`src/rtl/frame_select_pkg.sv`:
```
// Shared types and helpers for the frame strobe sequencer.
package frame_select_pkg;

    typedef enum logic [1:0] {
        IDLE   = 2'd0,
        SETUP  = 2'd1,
        STROBE = 2'd2,
        HOLD   = 2'd3
    } fss_state_e;

    localparam int unsigned MinCntWidth = 1;

    function automatic int unsigned cnt_width(
        input int unsigned setup_cycles,
        input int unsigned strobe_cycles,
        input int unsigned hold_cycles
    );
        int unsigned m;
        m = setup_cycles;
        if (strobe_cycles > m) m = strobe_cycles;
        if (hold_cycles > m) m = hold_cycles;
        if ($clog2(m + 1) < MinCntWidth) return MinCntWidth;
        return $clog2(m + 1);
    endfunction

    function automatic logic range_err(
        input int unsigned col,
        input int unsigned frame,
        input logic        broadcast,
        input int unsigned num_cols,
        input int unsigned num_frames
    );
        return (frame >= num_frames) || (!broadcast && (col >= num_cols));
    endfunction

endpackage

```
`src/rtl/frame_strobe_decoder.sv`:
```
// Combinational column/frame decode into a flat one-hot strobe vector.
module frame_strobe_decoder #(
    parameter int unsigned NumCols          = 17,
    parameter int unsigned MaxFramesPerCol  = 20,
    parameter int unsigned FrameSelectWidth = 5,
    parameter int unsigned FrameIndexWidth  = 5
) (
    input  logic [FrameSelectWidth-1:0]         col_i,
    input  logic [FrameIndexWidth-1:0]          frame_i,
    input  logic                                broadcast_i,
    output logic [NumCols*MaxFramesPerCol-1:0] strobe_o
);

    always_comb begin
        strobe_o = '0;
        for (int c = 0; c < int'(NumCols); c++) begin
            for (int f = 0; f < int'(MaxFramesPerCol); f++) begin
                strobe_o[c*MaxFramesPerCol+f] =
                    (broadcast_i || (col_i == c[FrameSelectWidth-1:0])) &&
                    (frame_i == f[FrameIndexWidth-1:0]);
            end
        end
    end

endmodule

```
`src/rtl/frame_strobe_sequencer.sv`:
```
// Sequenced frame-write strobe generator with setup/strobe/hold phases.
module frame_strobe_sequencer
    import frame_select_pkg::*;
#(
    parameter int unsigned NumCols          = 17,
    parameter int unsigned MaxFramesPerCol  = 20,
    parameter int unsigned FrameSelectWidth = 5,
    parameter int unsigned FrameIndexWidth  = 5,
    parameter int unsigned SetupCycles      = 1,
    parameter int unsigned StrobeCycles     = 1,
    parameter int unsigned HoldCycles       = 1
) (
    input  logic                                CLK,
    input  logic                                RST,
    input  logic                                CmdValid,
    output logic                                CmdReady,
    input  logic [FrameSelectWidth-1:0]         CmdCol,
    input  logic [FrameIndexWidth-1:0]          CmdFrame,
    input  logic                                CmdBroadcast,
    output logic [NumCols*MaxFramesPerCol-1:0] FrameStrobe_O,
    output logic                                Busy,
    output logic                                Done,
    output logic                                CmdErr
);

    localparam int unsigned StrobeW = NumCols * MaxFramesPerCol;
    localparam int unsigned CntW =
        cnt_width(SetupCycles, StrobeCycles, HoldCycles);

    localparam logic [CntW-1:0] SetupLoad =
        CntW'((SetupCycles > 0) ? SetupCycles - 1 : 0);
    localparam logic [CntW-1:0] StrobeLoad =
        CntW'((StrobeCycles > 0) ? StrobeCycles - 1 : 0);
    localparam logic [CntW-1:0] HoldLoad =
        CntW'((HoldCycles > 0) ? HoldCycles - 1 : 0);

    fss_state_e           state_q, state_d;
    logic [CntW-1:0]      cnt_q, cnt_d;
    logic [StrobeW-1:0]   pat_q, pat_d;
    logic [StrobeW-1:0]   strobe_q, strobe_d;
    logic                 done_q, done_d;
    logic                 err_q, err_d;
    logic [StrobeW-1:0]   dec;
    logic                 accept;
    logic                 cmd_bad;

    frame_strobe_decoder #(
        .NumCols          (NumCols),
        .MaxFramesPerCol  (MaxFramesPerCol),
        .FrameSelectWidth (FrameSelectWidth),
        .FrameIndexWidth  (FrameIndexWidth)
    ) u_dec (
        .col_i       (CmdCol),
        .frame_i     (CmdFrame),
        .broadcast_i (CmdBroadcast),
        .strobe_o    (dec)
    );

    assign accept  = CmdValid && CmdReady;
    assign cmd_bad = range_err(32'(CmdCol), 32'(CmdFrame), CmdBroadcast,
                               NumCols, MaxFramesPerCol);

    always_ff @(posedge CLK) begin
        if (RST) begin
            state_q <= IDLE;
            cnt_q   <= '0;
        end else begin
            state_q <= state_d;
            cnt_q   <= cnt_d;
        end
    end

    always_comb begin
        state_d = state_q;
        cnt_d   = cnt_q;
        unique case (state_q)
            IDLE: begin
                if (accept && !cmd_bad) begin
                    if (SetupCycles > 0) begin
                        state_d = SETUP;
                        cnt_d   = SetupLoad;
                    end else begin
                        state_d = STROBE;
                        cnt_d   = StrobeLoad;
                    end
                end
            end
            SETUP: begin
                if (cnt_q == '0) begin
                    state_d = STROBE;
                    cnt_d   = StrobeLoad;
                end else begin
                    cnt_d = cnt_q - CntW'(1);
                end
            end
            STROBE: begin
                if (cnt_q == '0) begin
                    if (HoldCycles > 0) begin
                        state_d = HOLD;
                        cnt_d   = HoldLoad;
                    end else begin
                        state_d = IDLE;
                    end
                end else begin
                    cnt_d = cnt_q - CntW'(1);
                end
            end
            HOLD: begin
                if (cnt_q == '0) state_d = IDLE;
                else cnt_d = cnt_q - CntW'(1);
            end
            default: state_d = IDLE;
        endcase
    end

    // With zero setup the accept edge enters STROBE, so the fresh decode is used.
    always_comb begin
        CmdReady = (state_q == IDLE) && !RST;
        Busy     = (state_q != IDLE);
        pat_d    = (accept && !cmd_bad) ? dec : pat_q;
        strobe_d = '0;
        if (state_d == STROBE) strobe_d = pat_d;
        done_d   = (state_q != IDLE) && (state_d == IDLE);
        err_d    = accept && cmd_bad;
    end

    always_ff @(posedge CLK) begin
        if (RST) begin
            pat_q    <= '0;
            strobe_q <= '0;
            done_q   <= 1'b0;
            err_q    <= 1'b0;
        end else begin
            pat_q    <= pat_d;
            strobe_q <= strobe_d;
            done_q   <= done_d;
            err_q    <= err_d;
        end
    end

    assign FrameStrobe_O = strobe_q;
    assign Done          = done_q;
    assign CmdErr        = err_q;

endmodule

```
`config.mk`:
```
export PLATFORM = sky130hd
export DESIGN_NAME = frame_strobe_sequencer
export DESIGN_NICKNAME = d
export VERILOG_FILES = /design/src/rtl/frame_select_pkg.sv /design/src/rtl/frame_strobe_decoder.sv /design/src/rtl/frame_strobe_sequencer.sv
export SDC_FILE = /design/constraint.sdc
export NUM_CORES = 1
export LEC_CHECK = 0
export ABC_AREA = 1
export CORE_UTILIZATION = 45
export CTS_BUF_LIST = sky130_fd_sc_hd__clkbuf_8 sky130_fd_sc_hd__clkbuf_16
export CTS_CLUSTER_SIZE = 25
export DETAILED_ROUTE_END_ITERATION = 8
export PLACE_DENSITY = 0.79
export SYNTH_ARGS = -nofsm -noshare
export SYNTH_HDL_FRONTEND = slang
export SYNTH_SLANG_ARGS = --single-unit
```
`constraint.sdc`:
```
create_clock -name CLK -period 2.05 [get_ports CLK]
set_input_delay 0.205 -clock CLK [delete_from_list [all_inputs] [get_ports CLK]]
set_output_delay 0.205 -clock CLK [all_outputs]
set_load 0.01 [all_outputs]
```
==> results of run 1 <==
-- per-stage QoR --
step | area [sq um] | TNS [ns] | hold WS (ns) | worst slack [ns] | utilization [%]
floorplan | 23900 | 0 | 0.418 | 0.245 | -
CTS | 31900 | -0.0137 | 0.351 | -0.00939 | 60.7
global placement | 29200 | -10.96 | 0.454 | -0.142 | 55.5
finish | 33200 | -0.489 | 0.391 | -0.0458 | 63.3
global route | 33200 | -19.73 | 0.397 | -0.116 | 63.3
detailed placement | 29200 | -28.63 | 0.462 | -0.169 | 55.5
-- routing by layer --
layer  wire, um  up-vias  part of all wire, %
met3       7240      208                  9.4
met4       3280       12                  4.3
met2      35600     1178                   46
met1      30700    10000                   40
li1           -    10400                    -
met5         83        -                 0.11
-- power breakdown --
part | leakage, uW | switching, uW | total (uW) | internal (uW)
Sequential | 0.00553 | 216 | 14200 | 14000
Clock | 0.00121 | 5320 | 13200 | 7860
Combinational | 0.00667 | 3130 | 5110 | 1990
-- worst min path at each step --
stage                          to  depth (start not counted)  slack, ns        from
4_1_cts                    CmdErr                          4       0.35    CmdValid
3_5_place_dp           pat_q[232]                          2       0.46  pat_q[232]
6_report                   CmdErr                          5       0.39   CmdCol[4]
3_3_place_gp   FrameStrobe_O[263]                          2       0.45  pat_q[263]
2_1_floorplan              CmdErr                          2       0.42    CmdValid
5_1_grt                    CmdErr                          4       0.40    CmdValid
-- cells by family (layout without fill, tap and decap cells) --
group | after synthesis | count (layout) | share of synthesized area [%]
flops | 684 | 684 | 57.2
other cells | 0 | 1 | 0
simple gates | 1621 | 1621 | 25.7
compound gates | 376 | 376 | 7.87
fa+ha+maj | 4 | 4 | 0.209
buf+inv | 473 | 931 | 8.97
-- cells in the final DEF (no fill, tap or decap), drive strengths merged --
cell type      instances
clkdlybuf4s50        354
diode                  1
clkinv                11
clkbuf                93
dlygate4sd3            1
nand2               1147
a21oi                373
nor2                 449
inv                  276
nand3b                 2
bufbuf                 1
clkinvlp               5
ha                     4
bufinv                10
dfxtp                684
buf                  179
dlygate4sd2            1
o21ai                  2
a31oi                  1
nand3                 23
-- repair_timing --
| action | 4_1_cts | 5_1_grt |
|---|---|---|
| resized for setup | 31 | 311 |
| pin swaps | 3 | 66 |
| endpoints found under the hold margin | 1 | 0 |
| cloned | 5 | 15 |
| buffers inserted | 9 | 4 |
| endpoints found under the setup margin | 448 | 431 |
| hold buffers | 1 | 0 |
-- state kept, by name, summed over array words and instances, names as in the netlist --
name           cells
CmdErr             1
FrameStrobe_O    340
state_q            2
Done               1
pat_q            340
-- worst max-delay path, delay by kind of cell (launching register included) --
family | cells | cell delay (ns)
flip-flops | 1 | 0.33
AND/OR/NAND/NOR | 6 | 0.55
buffers and inverters | 7 | 0.90
adder cells (fa/ha/maj) | 1 | 0.16
-- area by class of cell --
class                      count  area, sq um  share of cell area [%]
antenna                        1         2.50                 0.00753
tap                          688          861                    2.59
timing repair buffer         550         6250                    18.8
clock buffer                  79         1880                    5.64
multi-input combinational   2001         9080                    27.3
clock inverter                44          509                    1.53
inverter                     258          973                    2.93
sequential                   684        13700                    41.2
==> results by stage, run 1 <==
Die:
- The area of the core region is 52600 sq um.
- In this run the horizontal extent of the chip is 233 um.
- From bottom edge to top edge, the die measures 233 um.
- The die covers 54100 sq um.
- In this run the count of I/O pins placed on the die edge is 358.
- After floorplanning, the core was divided into 84 placement rows.
- The effective utilization at floorplan is 45.5%.

Critical path:
- The startpoint of the worst setup timing path is state_q[1].
- The start-to-end type of the worst setup path is flip-flop to flip-flop.
- The largest stage delay on the critical path is 0.33 ns.
- The endpoint identified for the worst register-to-register timing path is pat_q[195].
- The standard cell with the maximum stage delay on the critical path is sky130_fd_sc_hd__dfxtp_2.
- Along the worst path, the maximum fanout reaches 7.
- The launch instance of the worst register-to-register path is state_q[1].
- The startpoint type of the worst setup path is a flip-flop.
- The endpoint required time on the critical path is 2.50 ns.
- The number of cell instances on the worst register-to-register path is 14.
- The worst setup path endpoint is pat_q[195].
- Setup slack on the worst reg-to-reg path comes out at -0.05 ns.
- STA puts the critical path data arrival time at 2.54 ns.
- Traced cell by cell, the critical path runs through inv_2 > ha_4 > inv_4 > nor2_4 > buf_6 > nand2_4 > buf_6 > nor2_4 > buf_8 > buf_12 > clkbuf_16 > nand2_2 > nand2_2 > nor2_1.
- The nature of the critical path endpoint is a flip-flop.

Clock network:
- The tree built by TritonCTS fans out to 684 sinks.
- After clock tree synthesis, the clock-pin slew on the worst setup and hold paths is 0.07 ns.
- The TritonCTS clock tree is yes.
- The worst-skew pair later-pin latency is 0.61 ns.
- Counting the buffers created by CTS gives 68.
- The number of H-tree branching levels is 3.
- The cell sitting at the root of the clock tree is a sky130_fd_sc_hd__clkbuf_16.
- Counting along the longest clock path gives a buffer depth of 3.

Global route:
- The number of global-route vias before repair is 19500.
- The global-route track usage on met1 is 33.5%.
- The initial antenna violation count was 7.
- The most heavily used metal layer in global routing is met2.
- Summed over all layers, the global routing overflow is 0.
- In the global route stage, met2 resource usage came out at 43.0%.
- Entering global routing, the biggest net connects 189 pins.
- Global routing consumed, on the met3 layer, 5.42% of the routing resources.
- Across every metal layer, demand over resource in global routing totals 26.2%.
- The first global-routing pass estimated 109000 um of wire.

Timing:
- The final number of hold-violating endpoints is 0.
- Setup violations remaining at the end of the flow were counted as 38.
- Setup repair after global routing could not meet its margin everywhere.
- Static timing analysis puts the maximum clock frequency at 477 MHz.
- Setup slack on the critical path of the routed design comes to -0.0458 ns.
- Headroom to the max-slew limit came out at 34.9%.
- Clock skew on the completed layout was measured at 0.0313 ns.
- The number of max-slew violations in the final report is 0.
- The pin slew with the least headroom to its limit is 0.976 ns.
- The ratio of final minimum period to clock period is 102%.
- For the finished layout, the period the worst path requires is 2.10 ns.

Logic synthesis:
- The number of standard cells after synthesis is 3158.
- The share of the Yosys chip area taken by registers is 57.2%.
- The Yosys step of the flow raised 0 warnings.
- When the netlist entered floorplanning its net count stood at 3176.
- The most used flip-flop cell after synthesis is sky130_fd_sc_hd__dfxtp_1.
- Ranked by total cell area, the synthesized netlist is headed by sky130_fd_sc_hd__dfxtp_1, sky130_fd_sc_hd__nand2_1, sky130_fd_sc_hd__a21oi_1.
- The number of register bits inferred by synthesis is 684.
- Sorting the synthesized cells by how often they occur yields sky130_fd_sc_hd__nand2_1, sky130_fd_sc_hd__dfxtp_1, sky130_fd_sc_hd__nor2_1, sky130_fd_sc_hd__a21oi_1, sky130_fd_sc_hd__inv_1.
- The number of distinct library cells after synthesis is 19.
- The largest area contributor in the netlist is sky130_fd_sc_hd__dfxtp_1.
- After synthesis, the mean cell area works out to 7.58 sq um.
- The most used standard cell by instance count after synthesis is sky130_fd_sc_hd__nand2_1.
- The synthesized design contains 0 enable-type register cells.
- After synthesis, the share of flip-flops with an asynchronous set or reset is 0%.
- The synthesized area is 23900 sq um.
- Summed over its instances, the top area cell type makes up 57.2% of the synthesized netlist area.

Status:
- The flow ran to the end, but the final reports show violations.
- The final reports fail on setup timing.

Place:
- Routability-driven placement finished with a final weighted congestion of 0.849.
- The HPWL after detailed placement is 45000 um.
- The number of I/O port buffers is 357.
- The number of placed instances, taps included is 4151.

Power:
- Summing internal, switching and leakage power gives 32500 uW.
- The worst IR drop on VDD is 0.000656 V.
- The power density over cell area is 978 nW/um^2.
- The reported leakage power is 0.0134 uW.

Layout:
- The count of cells in the finished layout, fillers not included, comes to 4305.
- The number of nets in the layout is 3581.
- The fraction of layout instances using a drive strength above 1 is 15.3%.
- The layout has 4058 filler cells.
- The relative area change from synthesis to final layout is 39.0%.

Routing:
- Wires add up to 76800 um.
- The count of nets left with antenna violations once routing finished came out at 0.
- For this run, design rule violations remaining after detail routing come to 0.
- Before antenna repair, the detailed router went through 6 iterations.
- The average wire length per cell after detail routing is 17.8 um.
- For this block, the initial DRC count from the detailed router was 2525.
- The post-detailed-route via-to-cell ratio is 5.06.
- Detailed routing inserted a total of 21800 vias.

Worst hold path:
- The min-delay analysis places its worst path in the category input pin to flip-flop.

Flow run:
- The number of max-capacitance violations reported is 0.
(Power assumes the default switching activity.)
==> run 2: changes to the inputs <==
--- a/config.mk
+++ b/config.mk
@@ -10,7 +10,9 @@
 export CTS_BUF_LIST = sky130_fd_sc_hd__clkbuf_8 sky130_fd_sc_hd__clkbuf_16
 export CTS_CLUSTER_SIZE = 25
 export DETAILED_ROUTE_END_ITERATION = 8
+export GPL_TIMING_DRIVEN = 0
 export PLACE_DENSITY = 0.79
+export SLEW_MARGIN = 0
 export SYNTH_ARGS = -nofsm -noshare
 export SYNTH_HDL_FRONTEND = slang
 export SYNTH_SLANG_ARGS = --single-unit
==> results by stage, run 2 (synthesis results as in run 1) <==
Layout:
- Leaving out fill and tap cells, the most frequent cell in the layout is sky130_fd_sc_hd__nand2_1.
- Once layout is complete, the utilization of the core stands at 59.8%.
- Once layout is complete, the cells apart from fillers number 4349.
- The fraction of layout instances using a drive strength above 1 is 8.33%.
- In the layout the commonest cells are sky130_fd_sc_hd__nand2_1, sky130_fd_sc_hd__dfxtp_1, sky130_fd_sc_hd__nor2_1.
- Relative to the synthesized area, the layout overhead comes to 31.4%.
- The post-route standard cell area excluding fillers is 31400 sq um.
- After the last flow step, the layout net total stands at 3623.

Critical path:
- In this run the critical register-to-register path is captured at pat_q[48].
- The largest fanout on the critical path is 10.
- The critical path goes through clkdlybuf4s50_1 > inv_1 > nor2_1 > nand2_1 > inv_1 > buf_2 > nand2_1 > nand2_1 > nand2_1 > nor2_1.
- Counting both buffers and inverters, the worst setup path holds a total of 4.
- The critical path runs through a total of 10 cells.
- The worst setup path endpoint is FrameStrobe_O[70].
- Counting cells, the worst reg-to-reg path comes to 13.
- On the critical path, the stage with the largest delay is an instance of sky130_fd_sc_hd__clkdlybuf4s50_1.
- The data arrival time of the worst path is 2.63 ns.
- STA classifies the critical path endpoint as a flip-flop.
- The worst reg-to-reg setup slack is -0.01 ns.
- The startpoint of the worst setup timing path is CmdFrame[3].
- The cell that appears most often on the critical path is sky130_fd_sc_hd__nand2_1.
- The worst register-to-register path begins at state_q[0].
- The startpoint type of the worst setup path is an input pin.
- The critical path's top delay family is buffers and inverters.
- The start-to-end type of the worst setup path is input pin to flip-flop.
- On the worst path, the slowest cell contributes a delay of 0.57 ns.
- Data on the critical path is required at its endpoint by 2.58 ns.

Power:
- Internal power comes to 24200 uW.
- The worst-case IR drop observed on VDD is 0.000576 V.
- In this run, the clock network consumes 43.0% of the power.
- Per report_power, the combinational group accounts for 13.5% of the total.
- The switching power share of the total is 26.0%.
- Registers are responsible for 43.5% of the overall power.
- The power density over cell area is 1040 nW/um^2.
- The analysis attributes to cell leakage a power of 0.0127 uW.
- Total power for the finished layout comes to 32700 uW.
- For this design the total switching power over the nets is 8500 uW.

Timing:
- Subtracting the final worst setup slack from the clock period gives 2.10 ns.
- Setup violations remaining at the end of the flow were counted as 9.
- Setup repair after global routing could not meet its margin everywhere.
- The worst pin sits at a relative slew slack of 40.0%.
- In the post-route analysis, the smallest setup slack over all paths is -0.0493 ns.
- The pin slew with the least headroom to its limit is 0.899 ns.
- Static timing analysis puts the maximum clock frequency at 476 MHz.
- The number of max-slew violations in the final report is 0.
- The final number of hold-violating endpoints was 0.
- Between clock sinks in the finished design, the worst skew comes to 0.0334 ns.
- The ratio of final minimum period to clock period is 102%.

Clock network:
- After clock tree synthesis, the clock-pin slew on the worst setup and hold paths is 0.06 ns.
- The worst-skew pair later-pin latency is 0.62 ns.
- The number of clock sinks seen by CTS is 684.
- Counting the buffers created by CTS gives 72.
- The TritonCTS clock tree is yes.
- The worst-case clock buffer depth is 3.
- The clock tree synthesis step divided the H-tree into 3 levels.
- The cell sitting at the root of the clock tree is a sky130_fd_sc_hd__clkbuf_16.

Place:
- The placed instance area is 28300 sq um.
- The final weighted congestion of routability-driven global placement is 0.888.
- The number of I/O port buffers is 356.
- Detailed placement finished with a half-perimeter wire length of 49300 um.
- The number of placed instances, taps included is 4202.

Global route:
- Entering global routing, the biggest net connects 16 pins.
- The first global-routing pass estimated 111000 um of wire.
- The number of global-route vias before repair is 19600.
- Global routing finished with a remaining overflow of 0.
- The global routing usage summed across all routing layers is 27.1%.
- The initial antenna violation count is 6.

Routing:
- The DRC violations left is 0.
- The via count is 21700.
- The average wire length per cell after detail routing is 17.4 um.
- For this block, the initial DRC count from the detailed router was 2401.
- Dividing the detail-routed via count by the number of cells gives 5.00.
- After detailed routing, the total wire length is 75500 um.
- The final antenna-violating net count is 0.
- The iteration count of the initial detailed-routing pass is 6.

Worst hold path:
- The worst hold path belongs to the class input pin to flip-flop.
- The worst hold path begins at CmdFrame[4].

Status:
- The final reports fail on setup timing.
- The flow ran to the end, but the final reports show violations.

Die:
- The vertical extent of the die is 233 um.
- Once the floorplan was initialized, standard cells occupied 45.5% of the core.
- The floorplan row count is 84.
- The floorplan step defined a die boundary enclosing 54100 sq um.
- The area of the core region is 52600 sq um.
- The number of placed I/O pins is 358.
- The horizontal extent of the die is 233 um.

Flow run:
- The number of max-capacitance violations reported is 0.
[run 2: cell types whose count changed in the layout (fill, tap and decap cells not counted), sizes merged]
cell	previous run	this run
dlygate4sd3	1	0
clkinv	11	16
dlygate4sd2	1	2
inv	276	264
clkbuf	93	218
buf	179	104
bufinv	10	11
[run 2: worst min path at each step]
stage                     cells past startpoint  slack (ns)          to
final                                         3        0.10      CmdErr
after global routing                          3        0.12      CmdErr
after CTS                                     3        0.06      CmdErr
after detailed placement                      2        0.46  pat_q[275]
after global placement                        2        0.46  pat_q[291]
after floorplan                               2        0.42      CmdErr
[run 2: per-layer routing]
layer / routed length, um / global-route usage [%] / vias up
li1: - / - / 10500
met1: 31000 / 35.7 / 9950
met2: 34300 / 43.7 / 1125
met3: 7740 / 5.77 / 196
met4: 2460 / 9.64 / 10
met5: 66 / 0 / -
[run 2: worst register-to-register path: stages (launching register included)]
cell,delay [ns]
sky130_fd_sc_hd__dfxtp_2,0.34
sky130_fd_sc_hd__inv_2,0.09
sky130_fd_sc_hd__ha_4,0.16
sky130_fd_sc_hd__inv_4,0.06
sky130_fd_sc_hd__nor2_4,0.11
sky130_fd_sc_hd__nand2_2,0.10
sky130_fd_sc_hd__buf_4,0.16
sky130_fd_sc_hd__nor2_4,0.11
sky130_fd_sc_hd__buf_12,0.13
sky130_fd_sc_hd__buf_6,0.20
sky130_fd_sc_hd__buf_4,0.21
sky130_fd_sc_hd__nand2_1,0.09
sky130_fd_sc_hd__nand2_1,0.12
sky130_fd_sc_hd__nor2_1,0.06
[run 2: area by class of cell]
type                            instances  area, sq um
Fill cell                            4599        21100
Sequential cell                       684        13700
Multi-Input combinational cell       2001         8220
Timing Repair Buffer                  373         3750
Clock buffer                           91         2090
Buffer                                215         1310
Inverter                              258          978
Tap cell                              688          861
Clock inverter                         38          526
Antenna cell                            1         2.50
[run 2: repair_timing]
item | in CTS | in global routing
hold endpoints to repair | 0 | 0
hold buffers | 0 | 0
pin swaps | 5 | 7
resized for setup | 41 | 92
setup endpoints to repair | 683 | 593
setup buffers | 8 | 7
cloned | 2 | 1
[run 2: power by group through the flow]
stage | Clock [uW] | Sequential [uW] | Combinational, uW
after CTS | 14200 | 14200 | 4200
final | 14100 | 14200 | 4410
after global routing | 14800 | 14300 | 4860
after global placement | 0 | 14500 | 3940
after floorplan | 0 | 14600 | 2550
after detailed placement | 0 | 14500 | 4010
[run 2: per-stage QoR]
step                hold WS (ns)  worst slack [ns]  setup TNS [ns]
finish                     0.102           -0.0493          -0.189
global route               0.115            -0.135           -1.80
detailed placement         0.462            -0.936         -361.38
floorplan                  0.418             0.245               0
CTS                       0.0568            0.0103               0
global placement           0.458            -0.921         -340.58
